$ cat src/rtl/spi_ser_pkg.sv
// Shared types and constants for the SPI serializer.
//   state_e : frame sequencer states
//   mode_t  : per-frame settings captured when a load is accepted
//   *_MIN/*_MAX : legal parameter ranges, checked at elaboration
package spi_ser_pkg;

  typedef enum logic [1:0] {
    ST_IDLE  = 2'd0,
    ST_LEAD  = 2'd1,
    ST_SHIFT = 2'd2,
    ST_TRAIL = 2'd3
  } state_e;

  typedef struct packed {
    logic       cpol;
    logic       cpha;
    logic [2:0] cs_sel;
  } mode_t;

  localparam int DATA_W_MIN  = 1;
  localparam int DATA_W_MAX  = 32;
  localparam int CLK_DIV_MIN = 1;
  localparam int CLK_DIV_MAX = 255;
  localparam int NUM_CS_MIN  = 1;
  localparam int NUM_CS_MAX  = 8;

  // Width of the half-period / lead / trail timers and of the bit counter.
  localparam int CNT_W = 8;
  localparam int BIT_W = 6;

endpackage

$ cat src/rtl/spi_serializer_param_edge.sv
// SPI clock edge generator.
// While en is high, a down-counter expires every CLK_DIV clk cycles; the
// expiries alternate between the leading and the trailing SPI clock edge,
// starting with a leading edge CLK_DIV cycles after en rises.
//   clk, rst  : system clock, async active-high reset
//   en        : run (high for the whole shift phase)
//   lead_stb  : one-cycle strobe, SPI clock leaves its idle level
//   trail_stb : one-cycle strobe, SPI clock returns to its idle level
module spi_edge_gen
  import spi_ser_pkg::*;
#(
  parameter int CLK_DIV = 4
) (
  input  logic clk,
  input  logic rst,
  input  logic en,
  output logic lead_stb,
  output logic trail_stb
);

  logic [CNT_W-1:0] cnt_q, cnt_d;
  logic             phase_q, phase_d;
  logic             tc;

  assign tc        = en && (cnt_q == '0);
  assign lead_stb  = tc && !phase_q;
  assign trail_stb = tc && phase_q;

  always_comb begin
    cnt_d   = cnt_q;
    phase_d = phase_q;
    if (!en) begin
      // Preload while idle so the first expiry lands CLK_DIV cycles in.
      cnt_d   = CNT_W'(CLK_DIV - 1);
      phase_d = 1'b0;
    end else if (tc) begin
      cnt_d   = CNT_W'(CLK_DIV - 1);
      phase_d = !phase_q;
    end else begin
      cnt_d = cnt_q - 1'b1;
    end
  end

  always_ff @(posedge clk or posedge rst) begin
    if (rst) begin
      cnt_q   <= '0;
      phase_q <= 1'b0;
    end else begin
      cnt_q   <= cnt_d;
      phase_q <= phase_d;
    end
  end

endmodule

$ cat src/rtl/spi_serializer_param.sv
// Parameterised SPI master serializer: one frame of DATA_W bits per load.
//   state    | meaning
//   IDLE     | waiting for ld; done pulses here for one cycle after a frame
//   LEAD     | CS asserted, SPI clock idle, CLK_DIV cycles
//   SHIFT    | SPI clock toggles every CLK_DIV cycles, DATA_W full periods
//   TRAIL    | SPI clock back at idle, CS still asserted, CLK_DIV cycles
// Ports: clk, rst (async active-high); Data_Register/ld/cs_sel/cpol/cpha
// (frame request, captured on an accepted ld); DataBit/SPI_clk/CS (serial
// bus); busy, done (status).
module spi_serializer_param
  import spi_ser_pkg::*;
#(
  parameter int DATA_W    = 24,
  parameter int CLK_DIV   = 4,
  parameter int NUM_CS    = 1,
  parameter int MSB_FIRST = 1
) (
  input  logic                                         clk,
  input  logic                                         rst,
  input  logic [DATA_W-1:0]                            Data_Register,
  input  logic                                         ld,
  input  logic [((NUM_CS > 1) ? $clog2(NUM_CS) : 1)-1:0] cs_sel,
  input  logic                                         cpol,
  input  logic                                         cpha,
  output logic                                         DataBit,
  output logic                                         SPI_clk,
  output logic [NUM_CS-1:0]                            CS,
  output logic                                         busy,
  output logic                                         done
);

  if (DATA_W < DATA_W_MIN || DATA_W > DATA_W_MAX ||
      CLK_DIV < CLK_DIV_MIN || CLK_DIV > CLK_DIV_MAX ||
      NUM_CS < NUM_CS_MIN || NUM_CS > NUM_CS_MAX) begin : g_bad_param
    $error("spi_serializer_param: parameter out of range");
  end

  localparam bit MSB = (MSB_FIRST != 0);

  state_e           state_q, state_d;
  mode_t            mode_q, mode_d;
  logic [DATA_W-1:0] sh_q, sh_d;
  logic             dout_q, dout_d;
  logic             sclk_q, sclk_d;     // 1 = SPI clock away from its idle level
  logic [CNT_W-1:0] tmr_q, tmr_d;
  logic [BIT_W-1:0] bit_q, bit_d;       // trailing edges still to come, minus one
  logic             done_q, done_d;

  logic              lead_stb, trail_stb;
  logic              ld_first, sh_first;
  logic [DATA_W-1:0] ld_rest, sh_rest;

  spi_edge_gen #(.CLK_DIV(CLK_DIV)) u_edge (
    .clk      (clk),
    .rst      (rst),
    .en       (state_q == ST_SHIFT),
    .lead_stb (lead_stb),
    .trail_stb(trail_stb)
  );

  // sh_q holds only the bits not yet presented, so "next bit" is always its
  // outgoing end.
  assign ld_first = MSB ? Data_Register[DATA_W-1] : Data_Register[0];
  assign ld_rest  = MSB ? (Data_Register << 1) : (Data_Register >> 1);
  assign sh_first = MSB ? sh_q[DATA_W-1] : sh_q[0];
  assign sh_rest  = MSB ? (sh_q << 1) : (sh_q >> 1);

  always_ff @(posedge clk or posedge rst) begin
    if (rst) begin
      state_q <= ST_IDLE;
      mode_q  <= '0;
      sh_q    <= '0;
      dout_q  <= 1'b0;
      sclk_q  <= 1'b0;
      tmr_q   <= '0;
      bit_q   <= '0;
      done_q  <= 1'b0;
    end else begin
      state_q <= state_d;
      mode_q  <= mode_d;
      sh_q    <= sh_d;
      dout_q  <= dout_d;
      sclk_q  <= sclk_d;
      tmr_q   <= tmr_d;
      bit_q   <= bit_d;
      done_q  <= done_d;
    end
  end

  always_comb begin
    state_d = state_q;
    mode_d  = mode_q;
    sh_d    = sh_q;
    dout_d  = dout_q;
    sclk_d  = sclk_q;
    tmr_d   = tmr_q;
    bit_d   = bit_q;
    done_d  = 1'b0;
    unique case (state_q)
      ST_IDLE: begin
        if (ld) begin
          state_d       = ST_LEAD;
          mode_d.cpol   = cpol;
          mode_d.cpha   = cpha;
          mode_d.cs_sel = 3'(cs_sel);
          sclk_d        = 1'b0;
          tmr_d         = CNT_W'(CLK_DIV - 1);
          bit_d         = BIT_W'(DATA_W - 1);
          if (cpha) begin
            // First bit goes out on the first leading edge.
            dout_d = 1'b0;
            sh_d   = Data_Register;
          end else begin
            dout_d = ld_first;
            sh_d   = ld_rest;
          end
        end
      end
      ST_LEAD: begin
        if (tmr_q == '0) state_d = ST_SHIFT;
        else             tmr_d   = tmr_q - 1'b1;
      end
      ST_SHIFT: begin
        if (lead_stb) begin
          sclk_d = 1'b1;
          if (mode_q.cpha) begin
            dout_d = sh_first;
            sh_d   = sh_rest;
          end
        end
        if (trail_stb) begin
          sclk_d = 1'b0;
          if (bit_q == '0) begin
            state_d = ST_TRAIL;
            tmr_d   = CNT_W'(CLK_DIV - 1);
          end else begin
            bit_d = bit_q - 1'b1;
            if (!mode_q.cpha) begin
              dout_d = sh_first;
              sh_d   = sh_rest;
            end
          end
        end
      end
      ST_TRAIL: begin
        if (tmr_q == '0) begin
          state_d = ST_IDLE;
          done_d  = 1'b1;
        end else begin
          tmr_d = tmr_q - 1'b1;
        end
      end
      default: state_d = ST_IDLE;
    endcase
  end

  always_comb begin
    busy    = (state_q != ST_IDLE);
    done    = done_q;
    DataBit = dout_q;
    SPI_clk = mode_q.cpol ^ sclk_q;
    CS      = '1;
    for (int i = 0; i < NUM_CS; i++) begin
      if ((state_q != ST_IDLE) && (mode_q.cs_sel == 3'(i))) CS[i] = 1'b0;
    end
  end

endmodule

$ cat config.mk
export PLATFORM = sky130hd
export DESIGN_NAME = spi_serializer_param
export DESIGN_NICKNAME = d
export VERILOG_FILES = /design/src/rtl/spi_ser_pkg.sv /design/src/rtl/spi_serializer_param_edge.sv /design/src/rtl/spi_serializer_param.sv
export SDC_FILE = /design/constraint.sdc
export NUM_CORES = 1
export LEC_CHECK = 0
export CAP_MARGIN = 40
export CORE_MARGIN = 4
export CORE_UTILIZATION = 45
export CTS_BUF_LIST = sky130_fd_sc_hd__clkbuf_4 sky130_fd_sc_hd__clkbuf_8
export DETAILED_ROUTE_END_ITERATION = 7
export PLACE_DENSITY_LB_ADDON = 0.1
export SETUP_SLACK_MARGIN = 0.2
export SYNTH_ARGS = -nofsm -noshare
export SYNTH_HDL_FRONTEND = slang
export SYNTH_SLANG_ARGS = --single-unit
export TNS_END_PERCENT = 30
$ cat constraint.sdc
create_clock -name clk -period 2.7 [get_ports clk]
set_clock_uncertainty 0.15 [all_clocks]
set_input_delay 0.675 -clock clk [delete_from_list [all_inputs] [get_ports clk]]
set_output_delay 0.675 -clock clk [all_outputs]
set_load 0.03 [all_outputs]
### After elaboration in Yosys (flattened, before gate mapping)

Index checks and enable logic that the tools add are counted.

* muxes and demuxes: 42
* bitwise gates (word level): 1
* reductions and logical operators: 19
* add/subtract/negate cells: 3
* eq/ne operators: 12

Operators by type and width (number)
* $mux 24: 7
* $mux 8: 6
* $pmux 24 s2: 1
* $pmux 8 s3: 1
* $mux 6: 3
* $logic_not 8->1: 2
* $ne 2x2->1 const B: 8
* $sub 8x1->8 const B: 2
* $mux 1: 15
* $pmux 6 s2: 1
* $mux 2: 5
* $pmux 2 s4: 1
* $reduce_and 4->1: 2
* $logic_not 6->1: 1
* $sub 6x1->6 const B: 1
* $reduce_and 5->1: 1
* $eq 2x2->1 const B: 2
* $logic_and 1x1->1: 4
* $pmux 1 s2: 2
* $reduce_and 2->1: 2
* $reduce_bool 2->1: 2
* $logic_not 3->1: 1
* $ne 3x3->1 const B: 1
* $reduce_and 3->1: 1
* other kinds (5): 5

* logic and storage cells: 89
* flip-flop bits (word level): 55

### Longest topological paths before layout

* word-level depth: 8
* mapped depth: 9
* mapped depth without buffers: 7

### Cells and area by module

A second synthesis with hierarchy kept.

* cell total of the unflattened synthesis: 317
* area total of the unflattened synthesis: 3119.2 um^2

By module, submodules not included
* spi_serializer_param: seq. area each 1151.1 um^2, cells an instance 268, times used 1, area each 2621.3 um^2
* spi_edge_gen: seq. area each 225.2 um^2, cells an instance 49, times used 1, area each 498.0 um^2

### Worst setup path after synthesis

No wires, ideal clock.

* path type: flip-flop to flip-flop
* from: reg u_edge.cnt_q[0]
* to: reg tmr_q[0]
* setup slack: 538 ps
* cell stages (with the launch flop): 8
* data arrival time: 1884 ps
* path buffers: 0
* cell sequence: dfrtp_1 -> inv_1 -> ha_1 -> or3b_4 -> nor3_2 -> a41oi_2 -> a21oi_1 -> mux2_1

* longest elaborated chain between the ends: 5

Ends and longest elaborated chain
* start, declared: RTL line spi_serializer_param_edge.sv:21 `logic [CNT_W-1:0] cnt_q, cnt_d;`
* start signal, assigned: RTL line spi_serializer_param_edge.sv:49 `cnt_q <= cnt_d;`
* $logic_not 8->1: RTL line spi_serializer_param_edge.sv:25 `assign tc = en && (cnt_q == '0);`
* $logic_and 1x1->1: RTL line spi_serializer_param_edge.sv:25
* $logic_and 1x1->1: RTL line spi_serializer_param_edge.sv:27 `assign trail_stb = tc && phase_q;`
* $ne 2x2->1 (no line)
* $reduce_and 4->1 (no line)
* end signal, assigned: RTL line spi_serializer_param.sv:84 `tmr_q <= tmr_d;`
* end, declared: RTL line spi_serializer_param.sv:45 `logic [CNT_W-1:0] tmr_q, tmr_d;`

Every way passes these cells.
A chain may end at the register's enable or synchronous reset.

### Worst setup path in the final report

* from: reg sclk_q
* to: out SPI_clk

* longest elaborated chain between the ends: 1

Ends and longest elaborated chain
* start, declared: RTL line spi_serializer_param.sv:44 `logic sclk_q, sclk_d;`
* start signal, assigned: RTL line spi_serializer_param.sv:83 `sclk_q <= sclk_d;`
* $xor 1x1->1: RTL line spi_serializer_param.sv:161 `SPI_clk = mode_q.cpol ^ sclk_q;`
* end, declared: RTL line spi_serializer_param.sv:26 `output logic SPI_clk,`

Every way passes these cells.

==> impl_metrics.json <==
{
  "status": "complete, no violations",
  "power_frac_seq_pct": 37.6,
  "ys_warn_count": 0,
  "antenna_found_initial": 0,
  "tns_ns": 0,
  "syn_avg_cell_area_um2": 10.67,
  "rsz0062_at_grt": "false",
  "syn_nets": 346,
  "critPathSlowestCell": "clkdlybuf4s50_1",
  "met3_usage_pct": 2.655,
  "finalHoldViolCount": 0,
  "cts_tree": "yes",
  "netlist_area_um2": 3254,
  "fp.dieH_um": 93.04,
  "clock_tree.root_cell": "clkbuf_8",
  "leakage_nw": 1.598,
  "wl_per_cell_um": 14.80,
  "placed_cells": 433,
  "routed_via_density": 5.425,
  "grt_max_degree": 56,
  "ys.flop_type": "dfrtp_1",
  "timing.rr.start": "u_edge.cnt_q[0]$_DFF_PP0_",
  "worst_ep_arrival_time_ns": 1.59,
  "dr.pass1.iters": 4,
  "vias": 2398,
  "overflow": 0,
  "reg2reg_slack_ns": 0.41,
  "grt_pass1_wl_um": 11350,
  "fin_crit_ns": 2.412,
  "dpl_cell_area_um2": 3731,
  "relSlewSlack_pct": 42.56,
  "cp_cell_sequence": "xor2_1, clkdlybuf4s50_1",
  "min_to": "tmr_q[7]$_DFFE_PP0P_",
  "layout_commonest_cell": "dfrtp_1",
  "power_frac_comb_pct": 48.1,
  "post-route-cell-area_um2": 3831,
  "nets": 386,
  "synthCells": 305,
  "initial_core_util_pct": 47.12,
  "antennaDiodeCount": 0,
  "final-setup-viol-count": 0,
  "synth.distinct_cells": 66,
  "crit_fanout": 3,
  "p_clk_share_pct": 14.3,
  "clk_pin_slew_ns": 0.10,
  "place_congestion": 0.8117,
  "maxSlewViolCount": 0,
  "core_um2": 6907,
  "grt_use_total_pct": 16.23,
  "max_freq_mhz": 414.5,
  "numPortBuffers": 34,
  "ios": 35,
  "power_density_nw_per_um2": 883.5,
  "r2r_end": "tmr_q[6]$_DFFE_PP0P_",
  "dieWidth_um": 93.04,
  "period_share_pct": 89.35,
  "ys_seq_area_share_pct": 42.29,
  "dp_hpwl_um": 4756,
  "synth_edf_count": 0,
  "crit_path_max_incr_delay_ns": 0.69,
  "final_layout_size_suffix_gt1_share_pct": 15.61,
  "die_area_um2": 8656,
  "switching_share_pct": 40.26,
  "ff2ff_path_depth": 8,
  "routed_wl_um": 6541,
  "hold_path_class": "flip-flop to flip-flop",
  "grt_pass1_vias": 2388,
  "clock_latency_ns": 0.31,
  "cts_made_buffers": 5,
  "area_growth_pct": 17.72,
  "grt_use_met2_pct": 25.97,
  "rows": 30,
  "worstSetupStartpointType": "flip-flop",
  "hold_start": "tmr_q[7]$_DFFE_PP0P_",
  "dr.first_iter.drc_count": 86,
  "critPathKind": "flip-flop to output port",
  "intPower_mw": 2.022,
  "max-cap-violations": 0,
  "htreeDepth": 2,
  "drc": 0,
  "mostFrequentLayoutCells": "55 x dfrtp_1, 32 x clkdlybuf4s50_1, 29 x nor2_1",
  "cp.required_ns": 1.88,
  "async_flop_share_pct": 100.0,
  "end_kind": "output port",
  "stdcell_count": 442,
  "max-vdd-ir-drop_mv": 0.5597,
  "drtAntennaViolNets": 0,
  "gr-usage-met1_pct": 22.86,
  "gr-max-usage-layer": "met2",
  "clockBufferDepth": 2,
  "ys_seq_elements": 55,
  "p_switching_mw": 1.363,
  "whs_path_depth": 1,
  "worstMarginPinSlew_ns": 0.8526,
  "clock-sinks": 55
}
-- worst max-delay path by stage --
stage          slack, ns                   start  cells after the start                  end
3_3_place_gp        0.28  state_q[0]$_DFFE_PP0P_                      4                   CS
6_report            0.29      sclk_q$_DFFE_PP0P_                      2              SPI_clk
2_1_floorplan       0.53                     rst                      1  DataBit$_DFFE_PP0P_
4_1_cts             0.12  state_q[0]$_DFFE_PP0P_                      4                   CS
5_1_grt             0.20  state_q[0]$_DFFE_PP0P_                      4                 busy
3_5_place_dp        0.25  state_q[0]$_DFFE_PP0P_                      4                   CS
-- power groups by stage --
stage                     clock (mW)  sequential (mW)  combinational (mW)
after floorplan                    0             1.25                1.24
after global placement             0             1.28                1.63
after detailed placement           0             1.29                1.65
after CTS                      0.504             1.27                1.64
after global routing           0.526             1.32                1.84
final                          0.483             1.27                1.63
-- timing repair --
item                       CTS  global route
setup endpoints to repair    2             3
gates resized for setup      2             2
hold buffers                 0             0
setup buffers                0             1
gates cloned                 0             0
-- metal layers --
metal  part of all wire [%]  wire length (µm)
met5                      0                 0
met4                   0.75                49
met3                    3.6               235
met2                     46              3009
met1                     50              3246
-- layout make-up --
class / count / area (µm²)
clock inverters: 2 / 16.27
clock buffers: 6 / 82.58
well taps: 96 / 120.1
repair buffers: 45 / 441.7
multi-input cells: 224 / 1742
inverters: 14 / 52.55
fillers: 647 / 3075
flip-flops and latches: 55 / 1376
-- cells in the mapped netlist, types with 5 or more instances --
library cell  instances  area, µm²
a21oi_1              13      65.06
dfrtp_1              55       1376
ha_1                 11      137.6
inv_1                14      52.55
mux2i_1              26      260.3
nand2_1              25      93.84
nand2b_1              5      31.28
nand3_1               7      35.03
nor2_1               29      108.9
o21ai_0              13      65.06
o221a_1              10      112.6
o2bb2ai_1             7      61.31
xnor2_1               6      52.55
-- critical path, delay by kind of cell (launching register included) --
family | cells | cell delay [ns]
xor gates and xnor gates | 1 | 0.17
buffers and inverters | 1 | 0.69
DFF | 1 | 0.42
-- metrics by stage --
step	setup slack, ns	util (%)	power (mW)	hold slack (ns)
2_1_floorplan	0.5321	-	2.490	0.3069
3_3_place_gp	0.2845	54.02	2.910	0.3279
3_5_place_dp	0.2506	54.02	2.940	0.3284
4_1_cts	0.1205	55.42	3.418	0.3484
5_1_grt	0.1959	55.47	3.678	0.3599
6_report	0.2876	55.47	3.385	0.3415
-- state kept, by name, summed over array words and instances, names as in the netlist --
name	cells
DataBit	1
bit_q	6
done	1
mode_q	3
sclk_q	1
sh_q	24
state_q	2
tmr_q	8
u_edge.cnt_q	8
u_edge.phase_q	1
-- logic make-up (layout without fill, tap and decap cells) --
kind of cell    count (synthesis)  in the layout  share of synthesized area (%)
simple gates                   96             96                          15.99
compound gates                 78             78                          21.42
flops                          55             55                          42.29
mux                            31             31                          9.727
buf+inv                        26             67                          4.190
fa+ha+maj                      11             11                          4.229
xor+xnor                        8              8                          2.153
Note: power is estimated with default switching activity, not from simulation.
